==> src/rtl/eth_sw_pkg.sv <==
// Shared switch definitions: datapath width, arbiter states, port identifiers
// and the default per-packet word limit.
package eth_sw_pkg;

    localparam int DATA_W        = 32;
    localparam int MAX_WORDS_DEF = 375;

    typedef enum logic [1:0] {
        IDLE    = 2'd0,
        GRANT_A = 2'd1,
        GRANT_B = 2'd2
    } arb_state_e;

    typedef enum logic {
        PORT_A = 1'b0,
        PORT_B = 1'b1
    } port_id_e;

endpackage

==> src/rtl/eth_rr_arb2.sv <==
// Two-requester round-robin pick: a lone requester always wins, a tie goes to
// the port that did not win last time.
module eth_rr_arb2
    import eth_sw_pkg::*;
(
    input  logic [1:0] req,
    input  port_id_e   lastGrant,
    output logic [1:0] grant
);

    always_comb begin
        grant = 2'b00;
        case (req)
            2'b01:   grant = 2'b01;
            2'b10:   grant = 2'b10;
            2'b11:   grant = (lastGrant == PORT_A) ? 2'b10 : 2'b01;
            default: grant = 2'b00;
        endcase
    end

endmodule

==> src/rtl/eth_port_arb.sv <==
// Shares one output port between ports A and B, granting whole packets
// round-robin, with backpressure, framing-error detection and packet counters.
//
// state   | meaning
// IDLE    | output free; arbitrate among SOP requests, drop stray non-SOP words
// GRANT_A | port A owns the output until EOP or word limit; B is held off
// GRANT_B | port B owns the output until EOP or word limit; A is held off
module eth_port_arb
    import eth_sw_pkg::*;
#(
    parameter int MAX_WORDS = MAX_WORDS_DEF
) (
    input  logic              clk,
    input  logic              reset,
    input  logic [DATA_W-1:0] inDataA,
    input  logic              inValidA,
    input  logic              inSopA,
    input  logic              inEopA,
    input  logic [DATA_W-1:0] inDataB,
    input  logic              inValidB,
    input  logic              inSopB,
    input  logic              inEopB,
    output logic              portAStall,
    output logic              portBStall,
    output logic [DATA_W-1:0] outData,
    output logic              outValid,
    output logic              outSop,
    output logic              outEop,
    output logic              outSrc,
    output logic              errFrame,
    output logic [15:0]       pktCntA,
    output logic [15:0]       pktCntB
);

    localparam int CNT_W = $clog2(MAX_WORDS + 1);

    arb_state_e        state;
    port_id_e          last_grant;
    port_id_e          src;
    logic [CNT_W-1:0]  words_left;
    logic [1:0]        req;
    logic [1:0]        grant;
    logic              cur_valid;
    logic              cur_sop;
    logic              cur_eop;
    logic [DATA_W-1:0] cur_data;
    logic              fwd;
    logic              at_limit;
    logic              end_ok;
    logic              end_trunc;
    logic              err;

    assign req = {inValidB & inSopB, inValidA & inSopA};

    eth_rr_arb2 u_rr (
        .req       (req),
        .lastGrant (last_grant),
        .grant     (grant)
    );

    // In IDLE the arbiter winner is the source; otherwise the packet owner.
    assign src       = (state == IDLE) ? port_id_e'(grant[1])
                                       : ((state == GRANT_B) ? PORT_B : PORT_A);
    assign cur_valid = (src == PORT_B) ? inValidB : inValidA;
    assign cur_sop   = (src == PORT_B) ? inSopB   : inSopA;
    assign cur_eop   = (src == PORT_B) ? inEopB   : inEopA;
    assign cur_data  = (src == PORT_B) ? inDataB  : inDataA;

    // words_left counts down the words still allowed after the current one.
    assign fwd       = (state == IDLE) ? (grant != 2'b00) : (cur_valid & ~cur_sop);
    assign at_limit  = (state == IDLE) ? (MAX_WORDS == 1) : (words_left == CNT_W'(1));
    assign end_ok    = fwd & cur_eop;
    assign end_trunc = fwd & ~cur_eop & at_limit;
    assign err       = end_trunc
                     | ((state == IDLE) ? ((inValidA & ~inSopA) | (inValidB & ~inSopB))
                                        : (cur_valid & cur_sop));

    always_comb begin
        portAStall = 1'b0;
        portBStall = 1'b0;
        if (reset) begin
            portAStall = 1'b1;
            portBStall = 1'b1;
        end else begin
            case (state)
                IDLE: begin
                    portAStall = req[0] & ~grant[0];
                    portBStall = req[1] & ~grant[1];
                end
                GRANT_A: portBStall = 1'b1;
                GRANT_B: portAStall = 1'b1;
                default: begin
                    portAStall = 1'b1;
                    portBStall = 1'b1;
                end
            endcase
        end
    end

    always_ff @(posedge clk or posedge reset) begin
        if (reset) begin
            state      <= IDLE;
            last_grant <= PORT_B;
            words_left <= '0;
            outData    <= '0;
            outValid   <= 1'b0;
            outSop     <= 1'b0;
            outEop     <= 1'b0;
            outSrc     <= 1'b0;
            errFrame   <= 1'b0;
            pktCntA    <= '0;
            pktCntB    <= '0;
        end else begin
            outValid <= fwd;
            outSop   <= fwd & (state == IDLE);
            outEop   <= end_ok | end_trunc;
            errFrame <= err;
            if (fwd) begin
                outData <= cur_data;
                outSrc  <= src;
            end

            if (end_ok | end_trunc) begin
                state      <= IDLE;
                last_grant <= src;
            end else if (fwd && state == IDLE) begin
                state      <= (src == PORT_B) ? GRANT_B : GRANT_A;
                words_left <= CNT_W'(MAX_WORDS - 1);
            end else if (fwd) begin
                words_left <= words_left - 1'b1;
            end else if (state != IDLE && state != GRANT_A && state != GRANT_B) begin
                state <= IDLE;
            end

            // Truncated packets are not counted.
            if (end_ok) begin
                if (src == PORT_B) pktCntB <= pktCntB + 16'd1;
                else               pktCntA <= pktCntA + 16'd1;
            end
        end
    end

endmodule

==> config.mk <==
export PLATFORM = sky130hd
export DESIGN_NAME = eth_port_arb
export DESIGN_NICKNAME = d
export VERILOG_FILES = /design/src/rtl/eth_sw_pkg.sv /design/src/rtl/eth_rr_arb2.sv /design/src/rtl/eth_port_arb.sv
export SDC_FILE = /design/constraint.sdc
export NUM_CORES = 1
export LEC_CHECK = 0
export ABC_AREA = 1
export CAP_MARGIN = 20
export CORE_AREA = 2 2 82 103
export DETAILED_ROUTE_END_ITERATION = 8
export DIE_AREA = 0 0 84 105
export DONT_BUFFER_PORTS = 1
export PLACE_DENSITY_LB_ADDON = 0.1
export SETUP_SLACK_MARGIN = 0.2
export SLEW_MARGIN = 25
export SYNTH_ARGS = -nofsm -noshare
export SYNTH_HDL_FRONTEND = slang
export SYNTH_SLANG_ARGS = --single-unit
==> constraint.sdc <==
create_clock -name clk -period 3.6 [get_ports clk]
set_input_delay 0.18 -clock clk [delete_from_list [all_inputs] [get_ports clk]]
set_output_delay 0.18 -clock clk [all_outputs]
set_load 0.005 [all_outputs]
=== Yosys cells after proc, flatten, opt, wreduce, memory -nomap -nowiden ===
Index checks and enable logic that the tools add are counted.

* Shift-type cells: 0
* Muxes and demuxes: 22
* $mul: 0
* Magnitude comparators: 0
* Equal/unequal tests: 9
* Reduce and logical (&&, ||, !) cells: 12
* Bitwise gates (word level): 23
* $add $sub $neg: 3
* Div/mod/pow operators: 0

{| class="wikitable"
|+ Operators by type and width
! cell !! number
|-
| adder 16 x 1 -> 16 bit (second input constant) || 2
|-
| 2-to-1 mux 32 bit || 1
|-
| 2-to-1 mux 9 bit || 2
|-
| bitwise AND 1 bit || 12
|-
| 2-to-1 mux 2 bit || 6
|-
| 2-to-1 mux 1 bit || 10
|-
| equality test 9 x 1 -> 1 bit (second input constant) || 1
|-
| subtractor 9 x 1 -> 9 bit (second input constant) || 1
|-
| inverter 1 bit || 8
|-
| AND reduction 2 bit || 4
|-
| equality test 2 bit (second input constant) || 3
|-
| one-hot mux 2 bit (3 select lines) || 1
|-
| nonzero test 2 bit || 3
|-
| equality test 2 x 1 -> 1 bit (second input constant) || 2
|-
| one-hot mux 1 bit (2 select lines) || 2
|-
| logical AND 1 bit || 3
|-
| != test 3 x 1 -> 1 bit (second input constant) || 1
|-
| OR 1 bit || 3
|-
| nonzero test 3 bit || 1
|-
| logical NOT 2 bit || 1
|-
| != test 2 x 1 -> 1 bit (second input constant) || 1
|-
| != test 2 bit (second input constant) || 1
|}

* Bits of input ports: 72
* Logic and storage cells: 80
* Register bits: 81
* Output and inout port bits: 71
* Bits in latches: 0
* Memories: 0
* Bits in read-only memories: 0
* Memory bits (writable): 0

=== Logic depth before layout (Yosys ltp) ===
Gate-level depths: netlist (run 1).

* Depth in word-level cells: 13
* Gate-level depth with buffers: 14
* Gate-level depth less buffers: 12

=== Modules after synthesis ===
Synthesis (run 1) repeated with hierarchy kept, for this count alone.

* Cell total of the unflattened synthesis: 541
* Area total of the unflattened synthesis: 4230.3 um^2

{| class="wikitable"
|+ Modules (own cells, without submodules)
! module !! area each (um^2) !! cells each !! instances !! seq. area each (um^2)
|-
| eth_port_arb || 4209.0 || 536 || 1 || 2028.2
|-
| eth_rr_arb2 || 21.3 || 5 || 1 || 0.0
|}

=== Worst setup path before layout (run 1) ===
OpenSTA, ideal clock, no wires.

* Path kind: input to output
* Start: input port reset
* End: output port portAStall
* Path buffers: 0
* Path slack: 1298 ps
* Stages: 2
* Required time: 3420 ps
* Data arrival time: 2122 ps
* Path through: inv_1 > nand3_1

* Longest elaborated chain between the ends: 1

{| class="wikitable"
|+ RTL lines
! item !! line !! source
|-
| start, declared || eth_port_arb.sv:14 || <nowiki>input logic reset,</nowiki>
|-
| 2-to-1 mux 1 bit || eth_port_arb.sv:81 || <nowiki>if (reset) begin</nowiki>
|-
| end, declared || eth_port_arb.sv:23 || <nowiki>output logic portAStall,</nowiki>
|}

Every way passes these cells.

=== Worst setup path in the final report (run 1) ===
* Start: register last_grant
* End: register pktCntB[1]

* Longest elaborated chain between the ends: 9
* Elaborated cells on any way between the ends: 12
* Classes of those cells: 7 x mux; 3 x bitwise; 2 x reduce/logical

{| class="wikitable"
|+ RTL lines
! item !! line !! source
|-
| start, declared || eth_port_arb.sv:38 || <nowiki>port_id_e last_grant;</nowiki>
|-
| start signal, assigned || eth_port_arb.sv:125 || <nowiki>last_grant <= src;</nowiki>
|-
| 2-to-1 mux 2 bit * || eth_rr_arb2.sv:16 || <nowiki>2'b11: grant = (lastGrant == PORT_A) ? 2'b10 : 2'b01;</nowiki>
|-
| one-hot mux 2 bit (3 select lines) * || eth_rr_arb2.sv:13 || <nowiki>case (req)</nowiki>
|-
| 2-to-1 mux 1 bit || eth_port_arb.sv:62 || <nowiki>assign src = (state == IDLE) ? port_id_e'(grant[1])</nowiki>
|-
| 2-to-1 mux 1 bit || eth_port_arb.sv:65 || <nowiki>assign cur_sop = (src == PORT_B) ? inSopB : inSopA;</nowiki>
|-
| inverter 1 bit || eth_port_arb.sv:70 || <nowiki>assign fwd = (state == IDLE) ? (grant != 2'b00) : (cur_valid & ~cur_sop);</nowiki>
|-
| bitwise AND 1 bit || eth_port_arb.sv:70 ||
|-
| 2-to-1 mux 1 bit || eth_port_arb.sv:70 ||
|-
| bitwise AND 1 bit || eth_port_arb.sv:72 || <nowiki>assign end_ok = fwd & cur_eop;</nowiki>
|-
| AND reduction 2 bit (no source line) * || - ||
|-
| end signal, assigned || eth_port_arb.sv:137 || <nowiki>if (src == PORT_B) pktCntB <= pktCntB + 16'd1;</nowiki>
|-
| end, declared || eth_port_arb.sv:32 || <nowiki>output logic [15:0] pktCntB</nowiki>
|}

Mark *: on every way between the ends. The rest lies on a longest branch, timed or not.
A chain may end at the register's enable or synchronous reset.

==> results.cfg, run 1 <==
[drt]
drt-total-wl_mm = 9.63
routed_via_density = 5.52
wl_per_cell_um = 15.0
dr_total_vias = 3553
drtIter0Drc = 181
drc = 0
ant_nets = 0
dr.pass1.iters = 6

[timing]
relSlewSlack_pct = 44.3
fin_tns_setup_ns = 0
max_freq_mhz = 395
min_period_over_period_pct = 70.4
rsz0062_at_grt = no
skew_ns = 0.00755
slew_viol_final = 0
finalHoldViolCount = 0
worstMarginPinSlew_ns = 0.833
setup_viol = 0
timing.final.crit_period_ns = 2.53

[die]
core_area_um2 = 7790
die_h_um = 105
die_x_um = 84
initial_core_util_pct = 58.9
fp.dieArea_um2 = 8820
rows = 36
num_io_pins = 143

[placement]
io_buffers = 0
gp_congestion = 0.824
hpwl_mm = 6.95

[synth]
synth.distinct_cells = 33
yosysTopAreaCell = dfrtp_1
synth_top_area_share_pct = 43.6
avgSynthCellArea_um2 = 8.29
synth_warnings = 0
syn_inst = 554
ys_seq_elements = 81
synth.area.top_cells = dfrtp_1, nand2_1, nor2_1, or2_2, nand3_1
yosysSeqAreaShare_pct = 44.2
synth_ff_type = dfrtp_1
ys_async_sr_fraction_pct = 100
synthesis.nets = 630
netlist_area_um2 = 4590
synth-edff-count = 0

[setup_path]
path_cells = nand3_1 -> nand2_2 -> nand2_2 -> nand2_4 -> nand2_2 -> nand2_1 -> nand2_2 -> nand2_4 -> nand2_2 -> nor2_1 -> a21oi_2
worstPathMaxFanout = 46
required_ns = 3.83
cpPeakStageDelay_ns = 0.55
crit_top_cell = nand2_2
arrival_ns = 2.76
reg2reg_depth = 11
worst-path-buf-inv = 0
path_class = flip-flop to flip-flop
crit_family = simple AND/OR/NAND/NOR gates
endpoint_kind = flip-flop
crit_cells = 11
slowest_stage = dfstp_2
critPathLaunchType = flip-flop

[global_routing]
track_usage_pct = 22.2
overflow = 0
grt_max_degree = 56
grt_pass1_wl_mm = 15.7
antenna_found_initial = 0
grt_pass1_vias = 3238

[power]
ir_drop_v = 0.000394
power_density_nw_per_um2 = 771
power.total_mw = 3.69
p_leak_nw = 2.14

[layout]
drive_above_1_share_pct = 16.0
fillers = 677
mostFrequentLayoutCells = nand2_1, dfrtp_1, nor2_1
finalNetCount = 621
final_common_cell = nand2_1
diodes = 0
syn_to_final_growth_pct = 4.06

[cts]
htreeDepth = 3
cts_tree = done
cts-root-buf = clkbuf_8
clock_latency_ns = 0.36
clkTransAtPathRegs_ns = 0.08
cts_buffers = 9
max-clock-path-buffers = 2
post_cts_resized = 0
cts.sinks = 81

[flow_run]
drv_cap = 0

[min_path]
hp-class = primary input to flip-flop
hold_depth = 2

[outcome]
status = complete, no violations
-- repair_timing --
action                                 4_1_cts  5_1_grt
endpoints found under the hold margin       25        0
hold buffers                                 1        0
setup buffers                                0        0
-- kinds of logic (layout without fill, tap and decap cells) --
| family | after synthesis | count (layout) | share of synthesized area, % |
|---|---|---|---|
| buf+inv | 70 | 65 | 7.35 |
| xor+xnor | 32 | 32 | 6.10 |
| simple gates | 274 | 274 | 27.4 |
| flops | 81 | 81 | 44.2 |
| fa+ha+maj | 4 | 4 | 1.09 |
| compound gates | 93 | 93 | 13.9 |
-- cell usage after synthesis, types with 3 or more instances --
cell      count
nand2_1     100
dfrtp_1      80
nor2_1       63
inv_1        43
nand3_1      42
or2_2        34
o21ai_0      31
xor2_1       23
o21ai_1      20
a21oi_1      17
a21oi_2      11
a21oi_4      11
nor3_1       11
xnor2_1       9
buf_2         8
clkbuf_1      7
nand2_2       7
nand4_1       7
buf_6         5
ha_1          4
nor4_1        4
buf_4         3
-- final timing paths --
path	start	end	slack (ns)
worst min-delay path	inDataB[4]	outData[4]$_DFFE_PP0N_	0.04
worst min register to register	last_grant$_DFFE_PP1P_	last_grant$_DFFE_PP1P_	0.50
min in group asynchronous	reset	pktCntA[10]$_DFFE_PP0P_	0.28
worst max-delay path	last_grant$_DFFE_PP1P_	pktCntB[1]$_DFFE_PP0P_	1.07
max in group asynchronous	reset	words_left[1]$_DFFE_PP0P_	2.28
worst max register to register	last_grant$_DFFE_PP1P_	pktCntB[1]$_DFFE_PP0P_	1.07
-- metal layers --
layer / GRT usage (%) / vias to the layer above / share of wire (%)
li1: - / 1769 / -
met1: 26.7 / 1618 / 40
met2: 35.8 / 141 / 49
met3: 7.27 / 25 / 8.0
met4: 10.8 / 0 / 3.1
met5: 0 / - / 0
-- state kept, by name, indices dropped and copies added, names as in the netlist --
name and flops:
outSrc 1, state 2, outSop 1, words_left 9
pktCntA 16, last_grant 1, outData 32, errFrame 1
outValid 1, outEop 1, pktCntB 16
-- stage by stage --
stage	worst slack, ns	hold slack, ns	std cells	utilization, %	cell area (um^2)
2_1_floorplan	1.30	0.391	554	-	4590
3_3_place_gp	1.13	0.0955	628	58.7	4580
3_5_place_dp	1.06	0.0956	628	58.7	4580
4_1_cts	1.03	0.0175	644	61.3	4780
5_1_grt	0.758	0.0644	644	61.3	4780
6_report	1.07	0.0384	644	61.3	4780
-- where the power goes --
part	internal [mW]	switching (mW)
combinational	0.535	0.934
clock	0.334	0.329
sequential	1.23	0.323
-- area by class of cell --
type | instances | area, um^2 | area share [%]
Tap cell | 95 | 119 | 2.49
Clock buffer | 10 | 138 | 2.88
Inverter | 46 | 174 | 3.64
Multi-Input combinational cell | 403 | 2230 | 46.7
Clock inverter | 5 | 56.3 | 1.18
Timing Repair Buffer | 4 | 32.5 | 0.681
Sequential cell | 81 | 2030 | 42.4
Note: power is estimated with default switching activity, not from simulation.
==> run 2: changes to the inputs <==
==> constraint.sdc (replaced) <==
create_clock -name clk -period 2.4 [get_ports clk]
set_input_delay 0.12 -clock clk [delete_from_list [all_inputs] [get_ports clk]]
set_output_delay 0.12 -clock clk [all_outputs]
set_load 0.005 [all_outputs]
==> results.cfg, run 2 (same netlist as run 1, synthesis figures left out) <==
[outcome]
status = complete, no violations

[power]
power_density_nw_per_um2 = 1130
p_leak_nw = 2.16
ir_drop_v = 0.000663

[setup_path]
crit_top_cell = nand2_2
required_ns = 2.63
cpPeakStageDelay_ns = 0.55
slowest_stage = dfstp_2
ff2ff_setup_slack_ns = 0.37
r2r-start = last_grant$_DFFE_PP1P_
arrival_ns = 2.27
path_class = flip-flop to flip-flop
path_cells = nand3_1 -> nand2_2 -> nand2_2 -> nand2_4 -> nand2_2 -> nand2_1 -> nand2_2 -> nand2_4 -> nand2_2 -> nor2_1 -> a21oi_2
critPathLaunchType = flip-flop
worstPathMaxFanout = 21
reg2reg_depth = 11
endpoint_kind = flip-flop
worst_r2r_endpoint = pktCntB[1]$_DFFE_PP0P_

[timing]
relSlewSlack_pct = 55.3
max_freq_mhz = 492
timing.final.crit_period_ns = 2.03
finalHoldViolCount = 0
fin_tns_setup_ns = 0
slew_viol_final = 0
setup_viol = 0
rsz0062_at_grt = no
min_period_over_period_pct = 84.7
skew_ns = 0.00875
finalWorstSetupSlack_ns = 0.367
worstMarginPinSlew_ns = 0.669

[layout]
diodes = 0
fillers = 686
regMostFlops = outData
seqCellArea_um2 = 2030
finalNetCount = 627
fin_util_pct = 62.1
largest_reg_flops = 32
drive_above_1_share_pct = 15.8
top_regs = outData: 32 flops, pktCntA: 16 flops, pktCntB: 16 flops
multiInputGateArea_um2 = 2240
mostFrequentLayoutCells = nand2_1, dfrtp_1, nor2_1
syn_to_final_growth_pct = 5.37
final_common_cell = nand2_1

[cts]
cts-root-buf = clkbuf_8
cts.sinks = 81
cts_buffers = 9
htreeDepth = 3
clkTransAtPathRegs_ns = 0.08
clock_latency_ns = 0.35
cts_tree = done
post-cts-setup-buffers = 0
max-clock-path-buffers = 2

[min_path]
hp-class = primary input to flip-flop
hold_start = inDataB[3]
whs_endpoint = outData[3]$_DFFE_PP0N_
hold_depth = 2

[die]
die_x_um = 84
rows = 36
fp.dieArea_um2 = 8820
num_io_pins = 143
initial_core_util_pct = 58.9
die_h_um = 105
core_area_um2 = 7790

[drt]
drtIter0Drc = 170
ant_nets = 0
routed_via_density = 5.49
drc = 0
dr_total_vias = 3577
drt-total-wl_mm = 9.97
wl_per_cell_um = 15.3
dr.pass1.iters = 4

[placement]
dp_slack_ns = 0.369
gp_congestion = 0.879
hpwl_mm = 7.25
io_buffers = 0

[global_routing]
grt_max_degree = 59
overflow = 0
track_usage_pct = 23.5
grt_pass1_vias = 3477
grt_pass1_wl_mm = 16.6
antenna_found_initial = 0

[flow_run]
drv_cap = 0
[run 2: cell types whose count changed in the layout (fill, tap and decap cells not counted), moves of 2 or more]
cell           change
clkinv_2           -2
dlygate4sd3_1      +3
clkbuf_1           +4
buf_12             +2
[run 2: where the power goes]
group | internal [mW] | switching (mW) | leakage, nW
Clock | 0.407 | 0.475 | 0.0847
Combinational | 0.857 | 1.43 | 1.09
Sequential | 1.85 | 0.473 | 0.991
Total | 3.11 | 2.37 | 2.16
[run 2: layout make-up]
cell class / instances / share of cell area, %
sequential: 81 / 41.9
inverter: 46 / 3.65
multi-input combinational: 403 / 46.3
tap: 95 / 2.46
timing repair buffer: 10 / 2.28
clock inverter: 2 / 0.284
clock buffer: 14 / 3.15
[run 2: metal layers]
layer,GRT usage [%],part of all wire (%),wire [um],vias to the layer above
met1,27.7,41,4070,1648
met5,0,0,0,-
li1,-,-,-,1787
met3,8.14,6.8,674,19
met4,8.29,2.3,225,0
met2,39.7,50,5000,123
[run 2: worst max-delay path by stage]
stage	startpoint	to	slack, ns
after floorplan	reset	portAStall	0.70
after global placement	last_grant$_DFFE_PP1P_	outData[24]$_DFFE_PP0N_	0.45
after detailed placement	last_grant$_DFFE_PP1P_	words_left[0]$_DFFE_PP0P_	0.37
after CTS	last_grant$_DFFE_PP1P_	words_left[0]$_DFFE_PP0P_	0.35
after global routing	last_grant$_DFFE_PP1P_	pktCntB[1]$_DFFE_PP0P_	0.20
final	last_grant$_DFFE_PP1P_	pktCntB[1]$_DFFE_PP0P_	0.37
[run 2: timing repair]
item / 4_1_cts / 5_1_grt
resized for setup: 0 / 1
hold buffers: 3 / 1
endpoints found under the setup margin: 0 / 4
endpoints found under the hold margin: 24 / 1
[run 2: worst max-delay path: cells and delay by family, from the launching register on]
| family | cells | cell delay [ns] |
|---|---|---|
| flip-flops | 1 | 0.55 |
| AO/OA/AOI/OAI | 1 | 0.04 |
| AND/OR/NAND/NOR | 10 | 1.31 |
[run 2: metrics by stage]
| stage | hold slack [ns] | total power, mW | area [um^2] | std cells |
|---|---|---|---|---|
| CTS | 0.00183 | 5.53 | 4820 | 650 |
| global placement | 0.0834 | 4.56 | 4630 | 631 |
| global route | 0.0135 | 5.95 | 4840 | 651 |
| detailed placement | 0.0996 | 4.64 | 4630 | 631 |
| finish | 0.0144 | 5.48 | 4840 | 651 |
| floorplan | 0.331 | 4.25 | 4600 | 554 |
